## src/rtl/memoria_programa_burst_pkg.sv

```systemverilog
// ti170_pkg: shared constants for the TI170 program memory and fetch path.
// Holds the default widths, the out-of-range fill word, the fetch FSM state enum
// and a few opcode constants used when building program images.
package ti170_pkg;

  localparam int         TI_DATA_W       = 8;
  localparam int         TI_ADDR_W       = 8;
  localparam logic [7:0] TI_DEFAULT_WORD = 8'h00;

  // TI170 opcodes used in boot images and bench programs
  localparam logic [7:0] OP_LDA_IMM = 8'h86;
  localparam logic [7:0] OP_STA_DIR = 8'h96;
  localparam logic [7:0] OP_BRA     = 8'h20;

  typedef enum logic {
    ST_IDLE  = 1'b0,
    ST_BURST = 1'b1
  } fetch_st_e;

endpackage

```

## src/rtl/memoria_programa_burst_if.sv

```systemverilog
// Fetch request/response bus between the decode unit (master) and the program
// memory (slave). Requests carry a start address and a word count; responses
// return one word per valid/ready beat, flagged with last and err.
interface memoria_programa_burst_if #(
  parameter int DATA_W = 8,
  parameter int ADDR_W = 8,
  parameter int LEN_W  = 3
);

  logic              req_valid;
  logic              req_ready;
  logic [ADDR_W-1:0] req_addr;
  logic [LEN_W-1:0]  req_len;
  logic              resp_valid;
  logic              resp_ready;
  logic [DATA_W-1:0] resp_data;
  logic              resp_last;
  logic              resp_err;

  modport master (
    output req_valid, req_addr, req_len, resp_ready,
    input  req_ready, resp_valid, resp_data, resp_last, resp_err
  );

  modport slave (
    input  req_valid, req_addr, req_len, resp_ready,
    output req_ready, resp_valid, resp_data, resp_last, resp_err
  );

endinterface

```

## src/rtl/memoria_programa_burst_prog_mem_array.sv

```systemverilog
// prog_mem_array: DEPTH x DATA_W program store with one registered read port.
// Default build is a ROM whose contents come from the packed INIT_IMAGE
// parameter (word i at bits [i*DATA_W +: DATA_W]). With PROG_WRITE_EN defined
// the store becomes a RAM written through a single write port; its contents are
// not reset and are expected to be programmed by the boot loader.
module prog_mem_array #(
  parameter int                      DATA_W     = 8,
  parameter int                      DEPTH      = 128,
  parameter int                      IDX_W      = $clog2(DEPTH),
  parameter logic [DEPTH*DATA_W-1:0] INIT_IMAGE = '0
) (
  input  logic              clk,
  input  logic              rst_n,
  input  logic              rd_en,
  input  logic [IDX_W-1:0]  rd_idx,
  output logic [DATA_W-1:0] rd_data,
`ifdef PROG_WRITE_EN
  input  logic              wr_en,
  input  logic [IDX_W-1:0]  wr_idx,
  input  logic [DATA_W-1:0] wr_data,
`endif
  input  logic              unused_tie_i
);

  logic [DATA_W-1:0] rd_q;

`ifdef PROG_WRITE_EN
  logic [DATA_W-1:0] mem_q [DEPTH];

  // loader write; storage deliberately has no reset
  always_ff @(posedge clk) begin
    if (wr_en) mem_q[wr_idx] <= wr_data;
  end

  // registered read; holds its value while rd_en is low so a stalled word stays put
  always_ff @(posedge clk or negedge rst_n) begin
    if (!rst_n)     rd_q <= '0;
    else if (rd_en) rd_q <= mem_q[rd_idx];
  end
`else
  logic [DATA_W-1:0] rom_w [DEPTH];

  for (genvar i = 0; i < DEPTH; i++) begin : g_rom
    assign rom_w[i] = INIT_IMAGE[i*DATA_W +: DATA_W];
  end

  // registered read; holds its value while rd_en is low so a stalled word stays put
  always_ff @(posedge clk or negedge rst_n) begin
    if (!rst_n)     rd_q <= '0;
    else if (rd_en) rd_q <= rom_w[rd_idx];
  end
`endif

  assign rd_data = rd_q;

  // spare input kept tied low at the instance; folds into nothing
  logic unused_w;
  assign unused_w = unused_tie_i;

endmodule

```

## src/rtl/memoria_programa_burst.sv

```systemverilog
// memoria_programa_burst: synchronous burst-fetch program memory for TI170.
// Accepts (addr, len) requests and streams len words (0 -> 1, clamped to
// MAX_BURST) at one word per cycle with a registered read and read-ahead.
// Out-of-range addresses return DEFAULT_WORD with resp_err set; addresses wrap
// modulo 2**ADDR_W. Contents come from INIT_IMAGE.
// Optional macro PROG_WRITE_EN adds the ld_* loader port (writes only in IDLE,
// and a loader write holds off request acceptance that cycle).
module memoria_programa_burst
  import ti170_pkg::*;
#(
  parameter int                      DATA_W       = TI_DATA_W,
  parameter int                      ADDR_W       = TI_ADDR_W,
  parameter int                      DEPTH        = 128,
  parameter int                      MAX_BURST    = 4,
  parameter int                      LEN_W        = 3,
  parameter logic [DATA_W-1:0]       DEFAULT_WORD = DATA_W'(TI_DEFAULT_WORD),
  parameter logic [DEPTH*DATA_W-1:0] INIT_IMAGE   = {DEPTH{DEFAULT_WORD}}
) (
  input  logic                     clk,
  input  logic                     rst_n,
  memoria_programa_burst_if.slave  bus,
`ifdef PROG_WRITE_EN
  input  logic                     ld_we,
  input  logic [ADDR_W-1:0]        ld_addr,
  input  logic [DATA_W-1:0]        ld_data,
`endif
  output logic                     busy
);

  localparam int               IDX_W   = $clog2(DEPTH);
  localparam logic [ADDR_W:0]  DEPTH_C = (ADDR_W+1)'(DEPTH);
  localparam logic [LEN_W-1:0] MAXB_C  = LEN_W'(MAX_BURST);

  fetch_st_e         st_q, st_d;
  logic [ADDR_W-1:0] addr_q, addr_d;   // address of the next word to read ahead
  logic [LEN_W-1:0]  rem_q, rem_d;     // words still to come after the presented one
  logic              err_q, err_d;     // presented word was out of range

  logic              rd_en;
  logic [ADDR_W-1:0] rd_addr;
  logic [DATA_W-1:0] rd_data;
  logic              ld_hit;
  logic              adv, last, accept;

  function automatic logic in_range(input logic [ADDR_W-1:0] a);
    return {1'b0, a} < DEPTH_C;
  endfunction

  function automatic logic [LEN_W-1:0] clamp_len(input logic [LEN_W-1:0] len);
    if (len == '0)    return LEN_W'(1);
    if (len > MAXB_C) return MAXB_C;
    return len;
  endfunction

`ifdef PROG_WRITE_EN
  logic wr_en;
  assign ld_hit = ld_we && (st_q == ST_IDLE);
  assign wr_en  = ld_hit && in_range(ld_addr);
`else
  assign ld_hit = 1'b0;
`endif

  assign last   = (rem_q == '0);
  assign adv    = (st_q == ST_BURST) && bus.resp_ready;
  // ready in IDLE, and also while the last word is being taken so a new request
  // can chain without a gap; held low in reset and on a loader beat
  assign bus.req_ready = rst_n && !ld_hit && ((st_q == ST_IDLE) || (adv && last));
  assign accept = bus.req_valid && bus.req_ready;

  // next-state: advance on an accepted word, restart on an accepted request
  always_comb begin
    st_d    = st_q;
    addr_d  = addr_q;
    rem_d   = rem_q;
    err_d   = err_q;
    rd_en   = 1'b0;
    rd_addr = addr_q;
    case (st_q)
      ST_IDLE: ;
      ST_BURST: begin
        if (adv) begin
          if (last) begin
            st_d = ST_IDLE;
          end else begin
            rd_en   = 1'b1;
            rd_addr = addr_q;
            err_d   = !in_range(addr_q);
            addr_d  = addr_q + ADDR_W'(1);
            rem_d   = rem_q - LEN_W'(1);
          end
        end
      end
      default: st_d = ST_IDLE;
    endcase
    if (accept) begin
      st_d    = ST_BURST;
      rd_en   = 1'b1;
      rd_addr = bus.req_addr;
      err_d   = !in_range(bus.req_addr);
      addr_d  = bus.req_addr + ADDR_W'(1);
      rem_d   = clamp_len(bus.req_len) - LEN_W'(1);
    end
  end

  // state and burst bookkeeping registers
  always_ff @(posedge clk or negedge rst_n) begin
    if (!rst_n) begin
      st_q   <= ST_IDLE;
      addr_q <= '0;
      rem_q  <= '0;
      err_q  <= 1'b0;
    end else begin
      st_q   <= st_d;
      addr_q <= addr_d;
      rem_q  <= rem_d;
      err_q  <= err_d;
    end
  end

  prog_mem_array #(
    .DATA_W     (DATA_W),
    .DEPTH      (DEPTH),
    .IDX_W      (IDX_W),
    .INIT_IMAGE (INIT_IMAGE)
  ) u_array (
    .clk          (clk),
    .rst_n        (rst_n),
    .rd_en        (rd_en && in_range(rd_addr)),
    .rd_idx       (rd_addr[IDX_W-1:0]),
    .rd_data      (rd_data),
`ifdef PROG_WRITE_EN
    .wr_en        (wr_en),
    .wr_idx       (ld_addr[IDX_W-1:0]),
    .wr_data      (ld_data),
`endif
    .unused_tie_i (1'b0)
  );

  // the read register is only updated for in-range words, so err_q selects the fill
  assign bus.resp_valid = (st_q == ST_BURST);
  assign bus.resp_data  = err_q ? DEFAULT_WORD : rd_data;
  assign bus.resp_last  = (st_q == ST_BURST) && last;
  assign bus.resp_err   = (st_q == ST_BURST) && err_q;
  assign busy           = (st_q == ST_BURST);

endmodule
```

## src/flat_wrapper.sv

```systemverilog
// flat-port wrapper written by rule: the top's interface ports become plain ports
module memoria_programa_burst_flat import ti170_pkg::*;
#(
  parameter int                      DATA_W       = TI_DATA_W,
  parameter int                      ADDR_W       = TI_ADDR_W,
  parameter int                      DEPTH        = 128,
  parameter int                      MAX_BURST    = 4,
  parameter int                      LEN_W        = 3,
  parameter logic [DATA_W-1:0]       DEFAULT_WORD = DATA_W'(TI_DEFAULT_WORD),
  parameter logic [DEPTH*DATA_W-1:0] INIT_IMAGE   = {DEPTH{DEFAULT_WORD}}
)
  (clk, rst_n, busy, bus_req_valid, bus_req_addr, bus_req_len, bus_resp_ready, bus_req_ready, bus_resp_valid, bus_resp_data, bus_resp_last, bus_resp_err);
  memoria_programa_burst_if #(.DATA_W(DATA_W), .ADDR_W(ADDR_W), .LEN_W(LEN_W)) bus_i ();
  input  logic clk;
  input  logic rst_n;
  output logic busy;
  input wire logic [$bits(bus_i.req_valid)-1:0] bus_req_valid;
  input wire logic [$bits(bus_i.req_addr)-1:0] bus_req_addr;
  input wire logic [$bits(bus_i.req_len)-1:0] bus_req_len;
  input wire logic [$bits(bus_i.resp_ready)-1:0] bus_resp_ready;
  output wire logic [$bits(bus_i.req_ready)-1:0] bus_req_ready;
  output wire logic [$bits(bus_i.resp_valid)-1:0] bus_resp_valid;
  output wire logic [$bits(bus_i.resp_data)-1:0] bus_resp_data;
  output wire logic [$bits(bus_i.resp_last)-1:0] bus_resp_last;
  output wire logic [$bits(bus_i.resp_err)-1:0] bus_resp_err;
  assign bus_i.req_valid = bus_req_valid;
  assign bus_i.req_addr = bus_req_addr;
  assign bus_i.req_len = bus_req_len;
  assign bus_i.resp_ready = bus_resp_ready;
  assign bus_req_ready = bus_i.req_ready;
  assign bus_resp_valid = bus_i.resp_valid;
  assign bus_resp_data = bus_i.resp_data;
  assign bus_resp_last = bus_i.resp_last;
  assign bus_resp_err = bus_i.resp_err;
  memoria_programa_burst #(.DATA_W(DATA_W), .ADDR_W(ADDR_W), .DEPTH(DEPTH), .MAX_BURST(MAX_BURST), .LEN_W(LEN_W), .DEFAULT_WORD(DEFAULT_WORD), .INIT_IMAGE(INIT_IMAGE)) u_core (.clk(clk), .rst_n(rst_n), .bus(bus_i), .busy(busy));
endmodule
```

## config.mk

```make
export PLATFORM = sky130hd
export DESIGN_NAME = memoria_programa_burst_flat
export DESIGN_NICKNAME = d
export VERILOG_FILES = /design/src/rtl/memoria_programa_burst_pkg.sv /design/src/rtl/memoria_programa_burst_if.sv /design/src/rtl/memoria_programa_burst_prog_mem_array.sv /design/src/rtl/memoria_programa_burst.sv /design/src/flat_wrapper.sv
export SDC_FILE = /design/constraint.sdc
export NUM_CORES = 1
export LEC_CHECK = 0
export ABC_AREA = 1
export BUFFER_PORTS_ARGS = -buffer_cell sky130_fd_sc_hd__buf_2
export CAP_MARGIN = 0
export CORE_MARGIN = 1.5
export CORE_UTILIZATION = 54
export CTS_CLUSTER_DIAMETER = 150
export DETAILED_ROUTE_END_ITERATION = 12
export GPL_TIMING_DRIVEN = 0
export PLACE_DENSITY = 0.82
export SYNTH_ARGS = -nofsm -noshare
export SYNTH_HDL_FRONTEND = slang
export SYNTH_SLANG_ARGS = --single-unit
```

## constraint.sdc

```tcl
create_clock -name clk -period 4.5 [get_ports clk]
set_input_delay 0.225 -clock clk [delete_from_list [all_inputs] [get_ports clk]]
set_output_delay 0.225 -clock clk [all_outputs]
set_load 0.02 [all_outputs]
```

==> results of run 1 <==
==> synthesized netlist by cell type (all sizes together) <==
| master | instances |
|---|---|
| nand2 | 53 |
| inv | 16 |
| buf | 13 |
| dfrtp | 13 |
| o21ai | 10 |
| nand3 | 8 |
| nor2 | 8 |
| nand4 | 5 |
| a21oi | 3 |
| ha | 2 |
| a21boi | 1 |
| a31oi | 1 |
| and2 | 1 |
| conb | 1 |
| o21bai | 1 |
| o22ai | 1 |
| o31ai | 1 |
| or2 | 1 |
| xor2 | 1 |
==> metrics by stage <==
stage	cells	setup WS (ns)
after floorplan	147	2.706
after global placement	191	2.592
after detailed placement	191	2.536
after CTS	196	2.343
after global routing	196	2.143
final	196	2.349
==> critical path, stage by stage <==
cell and delay [ns]:
dlygate4sd3_1 0.53, buf_2 0.27, nand3_4 0.15, buf_6 0.16, nand2_1 0.06, nand2_1 0.11
ha_1 0.18, a21boi_1 0.35, nand3_1 0.12, nand2_1 0.08, nand3_1 0.06, nand2_1 0.07
==> cells by family (layout without fill, tap and decap cells) <==
kind of cell	count (synthesis)	after routing	synth area share
compound gates	18	18	0.1114
xor+xnor	1	1	0.008763
fa+ha+maj	2	2	0.02503
buf+inv	29	53	0.1602
flops	13	13	0.3254
other cells	1	8	0.003751
simple gates	76	76	0.3655
==> where the power goes <==
part / total [uW] / switching, uW / internal (uW)
registers: 208 / 35.6 / 172
logic: 407 / 256 / 150
clock network: 73.8 / 40.8 / 33.0
==> repair_timing <==
| item | 4_1_cts | 5_1_grt |
|---|---|---|
| setup endpoints to repair | 0 | 0 |
| hold buffers | 1 | 0 |
| hold endpoints to repair | 13 | 0 |
| buffers inserted | 0 | 0 |
==> placed cells by master, fill, tap and decap left out <==
| master | n |
|---|---|
| buf_6 | 2 |
| a31oi_1 | 1 |
| buf_4 | 9 |
| o31ai_1 | 1 |
| nand3_4 | 1 |
| nor2_4 | 2 |
| nand2_1 | 49 |
| dlygate4sd3_1 | 1 |
| o21ai_0 | 7 |
| ha_1 | 2 |
| clkinv_2 | 1 |
| nand2_2 | 3 |
| and2_1 | 1 |
| or2_1 | 1 |
| nand4_1 | 5 |
| buf_2 | 21 |
| xor2_1 | 1 |
| nor2_2 | 2 |
| o21bai_1 | 1 |
| conb_1 | 8 |
| a21boi_1 | 1 |
| clkbuf_4 | 3 |
| o22ai_1 | 1 |
| nor2_1 | 4 |
| o21ai_2 | 3 |
| nand3_2 | 1 |
| dfrtp_1 | 13 |
| inv_1 | 16 |
| a21oi_1 | 3 |
| nand2_4 | 1 |
| nand3_1 | 6 |
==> how the worst max path moves through the flow <==
| stage | endpoint | slack (ns) | start |
|---|---|---|---|
| 5_1_grt | u_core.addr_q[6] | 2.14 | rst_n |
| 4_1_cts | u_core.addr_q[6] | 2.34 | rst_n |
| 2_1_floorplan | u_core.addr_q[6] | 2.71 | u_core.bus.resp_valid |
| 3_5_place_dp | u_core.addr_q[6] | 2.54 | u_core.rem_q[0] |
| 6_report | u_core.addr_q[6] | 2.35 | rst_n |
| 3_3_place_gp | u_core.addr_q[6] | 2.59 | u_core.rem_q[0] |
==> state kept, by name, summed over array words and instances, names as in the netlist <==
register and cells:
u_core.rem_q 3, u_core.err_q 1, u_core.bus.resp_valid 1, u_core.addr_q 8
==> metal layers <==
layer | global-route usage | vias up | share of wire
met4 | 0.07429 | 0 | 0.011
met5 | 0 | - | 0
met3 | 0.05952 | 4 | 0.071
met1 | 0.2685 | 418 | 0.43
met2 | 0.4028 | 38 | 0.48
li1 | - | 492 | -
==> final cells by class <==
type,count,area [sq um]
buffer,13,100.1
timing repair buffer,20,105.1
tap,25,31.28
fill,153,536.8
clock inverter,1,5.005
inverter,16,60.06
clock buffer,3,22.52
multi-input combinational,105,540.5
sequential,13,325.3
==> impl_metrics.toml, run 1 <==
[worst_setup_path]
critPathCaptureType = "flop"
crit_arrival_ns = 2.38
rr_startpoint = "u_core.rem_q[1]"
r2r_cells = 13
cp-start-kind = "primary input"
crit-reg2reg-capture = "u_core.addr_q[6]"
worstSetupPathType = "in -> reg"
reg2reg_slack_ns = 2.51
required_ns = 4.72
critPathMaxFanout = 20

[drt]
wire_per_inst_microns = 10.28
wl_mm = 2.015
drtAntennaViolNets = 0
drt_iter0_markers = 12
via_count = 952
vias_per_cell = 4.857
dr.pass1.iters = 4
drc = 0

[global_route]
grt_pass1_wl_mm = 3.491
track_usage = 0.2296
grt_pass1_vias = 889
grt_max_degree = 21
antenna_found_initial = 0
grt_overflow = 0

[clocking]
htree_levels = 1
cts_buffers = 3
cts.path.max_buffers = 2
clockRootBuffer = "clkbuf_4"
clk_pin_slew_ns = 0.08
cts_tree = "yes"
cts.sinks = 13
cts_resized = 0
clk_latency_ns = 0.28

[floorplan]
fp-row-count = 15
die_w_microns = 46.03
die_area_sq_um = 2118
die_h_microns = 46.03
start_util = 0.5790
coreArea_sq_um = 1727
pin_count = 28

[yosys]
ys_types = 28
ys_ff_latch = 13
yosysSeqAreaShare = 0.3254
syn-cell-area_sq_um = 999.7
syn_area_per_cell_sq_um = 7.141
netlist.top_cell.by_area = "dfrtp_1"
yosys_warnings = 0
synth.area.top_cells = "dfrtp_1 33%, nand2_1 18%, buf_4 6.8%, inv_1 6.0%, o21ai_0 3.5%"
synth_top_area_share = 0.3254
syn-instance-count = 140

[power_and_ir_drop]
p_leak_uw = 0.0006686
finalPower_uw = 688.3
p_per_area_nw_per_um2 = 578.4
ir_drop_mv = 0.3904

[timing]
slew_violations = 0
holdWs_ns = 0.3371
setup_viol = 0
finalHoldViolCount = 0
period_minus_slack_ns = 2.151
fin_skew_ns = 0.001038
fmax_mhz = 464.8
rsz0062_at_grt = "no"
fin_crit_sh = 0.4781
fin_setup_tns_ns = 0

[placed_design]
dpl-instance-area_sq_um = 1152
place_congestion = 0.8255
port_buffers = 19
dpl.hpwl_mm = 1.525

[finish]
final_util = 0.6891
nets = 189
syn2layout_area_growth_pct = 19.02
layout-drive-gt1-share = 0.2865
diodes = 0
design_area_sq_um = 1190

[hold_path]
holdCritStartpoint = "bus_resp_ready"
whs_path_depth = 4
min_to = "u_core.bus.resp_valid"
min_path_type = "in -> reg"

[job]
drv_cap = 0

[outcome]
status = "completed"
No activity file was read; power rests on OpenSTA's default activity.
==> run 2: changes to the inputs <==
--- a/config.mk
+++ b/config.mk
@@ -5,15 +5,15 @@
 export SDC_FILE = /design/constraint.sdc
 export NUM_CORES = 1
 export LEC_CHECK = 0
-export ABC_AREA = 1
+export ABC_AREA = 0
 export BUFFER_PORTS_ARGS = -buffer_cell sky130_fd_sc_hd__buf_2
 export CAP_MARGIN = 0
 export CORE_MARGIN = 1.5
-export CORE_UTILIZATION = 54
+export CORE_UTILIZATION = 46
 export CTS_CLUSTER_DIAMETER = 150
 export DETAILED_ROUTE_END_ITERATION = 12
 export GPL_TIMING_DRIVEN = 0
-export PLACE_DENSITY = 0.82
+export PLACE_DENSITY = 0.74
 export SYNTH_ARGS = -nofsm -noshare
 export SYNTH_HDL_FRONTEND = slang
 export SYNTH_SLANG_ARGS = --single-unit
==> constraint.sdc (replaced) <==
create_clock -name clk -period 1.94 [get_ports clk]
set_input_delay 0.097 -clock clk [delete_from_list [all_inputs] [get_ports clk]]
set_output_delay 0.097 -clock clk [all_outputs]
set_load 0.02 [all_outputs]
==> impl_metrics.toml, run 2 <==
[outcome]
status = "complete, but fails checks"
failed_checks = "negative setup slack"

[timing]
fmax_mhz = 418.6
period_minus_slack_ns = 2.389
slew_violations = 0
slew_headroom = 0.5703
worst_pin_slew_ns = 0.6424
setup_ws_ns = -0.4488
fin_crit_sh = 1.231
setup_viol = 6
finalHoldViolCount = 0
fin_setup_tns_ns = -1.938
fin_skew_ns = 0.006630
rsz0062_at_grt = "yes"

[global_route]
grt_pass1_wl_mm = 4.381
grt_pass1_vias = 921
met3_usage = 0.02679
grt_overflow = 0
grt.met1_usage = 0.2985
antenna_found_initial = 0
grt_max_degree = 14
track_usage = 0.2318
grt-busiest-layer = "met2"
met2_usage = 0.3860

[finish]
syn2layout_area_growth_pct = 42.17
largest_reg_flops = 8
design_area_sq_um = 1489
fillers = 184
top_register = "u_core.addr_q"
multiInputGateArea_sq_um = 782.0
reg_top3 = "u_core.addr_q x8, u_core.rem_q x3"
mostFrequentLayoutCells = "22 x buf_4, 21 x buf_2, 11 x dfrtp_1"
final_util = 0.6863
nets = 179
diodes = 0
layout-drive-gt1-share = 0.4596
final_common_cell = "buf_4"
seq_area_sq_um = 327.8

[yosys]
yosys_warnings = 0
ys_ff_latch = 13
synth_edf_count = 0
netlist.top_cell.by_area = "dfrtp_1"
synthArstFlopShare = 1.000
ys.flop_type = "dfrtp_1"
synth_top_area_share = 0.3106
ys_top_cells_by_count = "13 x dfrtp_1, 11 x nand2_1, 10 x buf_4, 9 x a21oi_1, 8 x xor2_1"
syn-instance-count = 116
syn_area_per_cell_sq_um = 9.028
yosysSeqAreaShare = 0.3106
syn-cell-area_sq_um = 1047
yosysMostFrequentCell = "dfrtp_1"
synth.area.top_cells = "dfrtp_1 31%, buf_4 7.2%, xor2_1 6.7%, mux2i_1 4.8%, a21oi_1 4.3%"
ys_types = 37

[floorplan]
pin_count = 28
die_w_microns = 50.72
die_area_sq_um = 2572
die_h_microns = 50.72
fp-row-count = 17
coreArea_sq_um = 2170
start_util = 0.4827

[worst_setup_path]
reg2reg_slack_ns = -0.45
crit_arrival_ns = 2.56
crit-reg2reg-capture = "u_core.rem_q[2]"
cp-endpoint = "u_core.rem_q[2]"
rr_startpoint = "u_core.rem_q[1]"
worstSetupPathType = "reg -> reg"
startpoint = "u_core.rem_q[1]"
cp-start-kind = "flop"
r2r_cells = 10
critPathMaxFanout = 6
critPathCaptureType = "flop"
required_ns = 2.11

[clocking]
clockRootBuffer = "clkbuf_4"
cts_tree = "yes"
cts_buffers = 3
cts.path.max_buffers = 2
clk_latency_ns = 0.29
htree_levels = 1
cts.sinks = 13
clk_pin_slew_ns = 0.09

[drt]
drc = 0
drtAntennaViolNets = 0
dr.pass1.iters = 4
wire_per_inst_microns = 15.40
wl_mm = 2.911
vias_per_cell = 5.534
via_count = 1046
drt_iter0_markers = 18

[power_and_ir_drop]
p_leak_uw = 0.0006483
p_per_area_nw_per_um2 = 1322
ir_drop_mv = 0.9630

[job]
drv_cap = 0

[placed_design]
pre_cts_slack_ns = -0.5809
dpl.hpwl_mm = 1.773
port_buffers = 19
dpl-instance-area_sq_um = 1247
place_congestion = 0.8214

[hold_path]
min_path_type = "in -> reg"
holdCritStartpoint = "bus_req_addr[0]"
run 2: cell types whose count changed in the layout (fill, tap and decap cells not counted), sizes merged, moves of 5 or more:
cell   delta
xor2      +7
mux2i     +5
inv      -16
o21ai     -8
buf      +14
a21oi     +7
nand2    -42
run 2: repair_timing:
action / 4_1_cts / 5_1_grt
setup buffers: 8 / 6
endpoints found under the hold margin: 13 / 0
gates resized for setup: 6 / 17
pin swaps: 3 / 14
hold buffers: 1 / 0
endpoints found under the setup margin: 6 / 6
run 2: power breakdown:
part | internal, uW | switching [uW] | total, uW
Sequential | 403 | 103 | 506
Clock | 80.0 | 100 | 180
Combinational | 614 | 668 | 1280
Total | 1100 | 872 | 1970
run 2: routing by layer:
| layer | wire [microns] | up-vias |
|---|---|---|
| met3 | 177 | 13 |
| met4 | 121 | 0 |
| met2 | 1445 | 43 |
| met5 | 0 | - |
| li1 | - | 499 |
| met1 | 1167 | 491 |
run 2: area by class of cell:
class | count | share of cell area
buffer | 14 | 0.06975
tap | 28 | 0.02353
multi-input combinational | 96 | 0.5252
timing repair buffer | 34 | 0.1437
clock buffer | 4 | 0.01765
sequential | 13 | 0.2202
run 2: logic make-up (layout without fill, tap and decap cells):
group / after synthesis / count (layout) / synth area share
other: 1 / 8 / 0.003581
adder cells (fa/ha/maj): 2 / 2 / 0.02389
XOR/XNOR: 11 / 11 / 0.09200
flip-flops: 13 / 13 / 0.3106
AO/OA/AOI/OAI: 23 / 23 / 0.1637
buffers and inverters: 14 / 52 / 0.09557
multiplexers: 6 / 6 / 0.05854
AND/OR/NAND/NOR: 46 / 46 / 0.2521
run 2: critical path, stage by stage (launching register included):
cell and delay (ns):
dfrtp_2 0.42, or4b_4 0.56, a21o_1 0.22, buf_6 0.15
nor3b_4 0.26, a21oi_4 0.06, ha_4 0.17, nand3_4 0.09
nor3_4 0.05, a211oi_2 0.21, a21oi_1 0.09
run 2: worst min-delay path by stage:
stage	to	depth (start not counted)
2_1_floorplan	u_core.addr_q[0]	0
3_3_place_gp	u_core.addr_q[7]	1
3_5_place_dp	u_core.addr_q[5]	1
4_1_cts	u_core.addr_q[0]	2
5_1_grt	u_core.addr_q[0]	2
6_report	u_core.addr_q[0]	2
run 2: per-stage QoR:
stage               hold slack (ns)  power (uW)  instances
detailed placement          0.03330        1456        170
global placement            0.03204        1402        170
CTS                         0.03409        1764        183
floorplan                   -0.1986        1223        123
finish                      0.04133        1969        189
global route                0.06292        2123        189
==> run 3: changes to the inputs <==
--- a/config.mk
+++ b/config.mk
@@ -14,6 +14,7 @@
 export DETAILED_ROUTE_END_ITERATION = 12
 export GPL_TIMING_DRIVEN = 0
 export PLACE_DENSITY = 0.74
+export SETUP_SLACK_MARGIN = 0.4
 export SYNTH_ARGS = -nofsm -noshare
 export SYNTH_HDL_FRONTEND = slang
 export SYNTH_SLANG_ARGS = --single-unit
==> impl_metrics.toml, run 3 (synthesis results as in run 2) <==
[global_route]
track_usage = 0.2453
grt_pass1_vias = 1006
grt_max_degree = 14
antenna_found_initial = 0
grt_pass1_wl_mm = 4.685
grt_overflow = 0

[finish]
final_common_cell = "buf_4"
syn2layout_area_growth_pct = 56.99
fin_cells = 198
design_area_sq_um = 1644
multiInputGateArea_sq_um = 813.3
layout-drive-gt1-share = 0.5294
diodes = 0
reg_top3 = "u_core.addr_q x8, u_core.rem_q x3"
mostFrequentLayoutCells = "22 x buf_4, 18 x buf_2, 14 x buf_6, 11 x dfrtp_1"
top_register = "u_core.addr_q"
seq_area_sq_um = 327.8
nets = 188
fillers = 155
largest_reg_flops = 8
final_util = 0.7578

[hold_path]
min_path_type = "in -> reg"
holdCritStartpoint = "bus_req_addr[7]"
min_to = "u_core.err_q"
whs_path_depth = 3

[power_and_ir_drop]
ir_drop_mv = 0.8948
p_per_area_nw_per_um2 = 1264
p_leak_uw = 0.0007347

[placed_design]
dpl.hpwl_mm = 1.745
pre_cts_slack_ns = -0.5295
dpl-instance-area_sq_um = 1252
port_buffers = 19
place_inst = 170
place_congestion = 0.8240

[worst_setup_path]
critPathCaptureType = "flop"
critPathMaxFanout = 8
crit-reg2reg-capture = "u_core.addr_q[4]"
required_ns = 2.13
r2r_cells = 9
reg2reg_slack_ns = -0.35
worstSetupPathType = "reg -> reg"
rr_startpoint = "u_core.rem_q[0]"
startpoint = "u_core.rem_q[0]"
cp-start-kind = "flop"
crit_arrival_ns = 2.48

[drt]
top_layer = "met4"
via_count = 1092
dr.pass1.iters = 5
drt_iter0_markers = 22
drc = 0
wl_met3_microns = 136
routed-wl-met2_mm = 1.670
wire_per_inst_microns = 15.56
met1_length_mm = 1.263
wl_mm = 3.081
vias_per_cell = 5.515
drtAntennaViolNets = 0

[clocking]
cts_tree = "yes"
clk_latency_ns = 0.28
cts.path.max_buffers = 2
clockRootBuffer = "clkbuf_4"
cts.sinks = 13
clk_pin_slew_ns = 0.08
htree_levels = 1
cts_buffers = 3

[timing]
worst_pin_slew_ns = 0.6471
setup_viol = 7
fin_crit_sh = 1.182
fmax_mhz = 436.3
finalHoldViolCount = 0
slew_headroom = 0.5672
setup_ws_ns = -0.3521
fin_skew_ns = 0.003571
rsz0062_at_grt = "yes"
slew_violations = 0
period_minus_slack_ns = 2.292

[floorplan]
coreArea_sq_um = 2170
start_util = 0.4827
pin_count = 28
die_w_microns = 50.72
fp-row-count = 17
die_h_microns = 50.72
die_area_sq_um = 2572

[job]
drv_cap = 0

[outcome]
failed_checks = "negative setup slack"
status = "complete, but fails checks"
run 3: cell count changes in the layout (fill, tap and decap cells not counted), moves of 2 or more:
cell	before	now
buf_2	21	18
buf_6	3	14
nand2_1	8	2
nand2_4	0	7
o21ai_0	2	0
o21ai_2	0	2
run 3: worst max-delay path by stage:
stage,to,cells past startpoint
global route,u_core.rem_q[2],10
CTS,u_core.addr_q[4],9
detailed placement,u_core.addr_q[6],10
global placement,u_core.addr_q[6],10
finish,u_core.addr_q[4],9
floorplan,u_core.addr_q[6],10
run 3: routing by layer:
| layer | up-vias | global-route usage |
|---|---|---|
| met1 | 537 | 0.2937 |
| met4 | 0 | 0.04955 |
| met5 | - | 0 |
| li1 | 517 | - |
| met2 | 36 | 0.4364 |
| met3 | 2 | 0.06845 |
run 3: timing repair:
item | CTS | global route
hold buffers | 1 | 0
resized for setup | 24 | 23
endpoints found under the hold margin | 13 | 0
setup endpoints to repair | 13 | 14
buffers inserted | 17 | 6
pin swaps | 4 | 9
run 3: area by class of cell:
cell class | count | share of cell area
multi-input cells | 96 | 0.4947
well taps | 28 | 0.02131
flip-flops and latches | 13 | 0.1994
clock buffers | 4 | 0.01598
repair buffers | 43 | 0.2002
plain buffers | 14 | 0.06849
run 3: per-stage QoR:
step,TNS [ns],total power (uW),hold WS (ns)
after floorplan,-1.135,1233,-0.1986
after global placement,-2.043,1420,0.03076
after detailed placement,-2.350,1454,0.02830
after CTS,-1.585,1886,0.06032
after global routing,-2.338,2217,0.07009
final,-1.793,2078,0.05938
run 3: where the power goes:
group	leakage [uW]	switching, uW	internal, uW
combinational	0.000566	704	687
sequential	0.000154	115	402
clock	0.0000150	88.9	79.8
run 3: worst max-delay path: stages (launching register included):
cell and delay (ns):
dfrtp_2 0.41, or4b_4 0.56, a21o_1 0.19, buf_6 0.15, nand2_4 0.08, nand2_4 0.05
ha_4 0.18, a2111oi_4 0.22, a21oi_1 0.10, nor4b_2 0.26
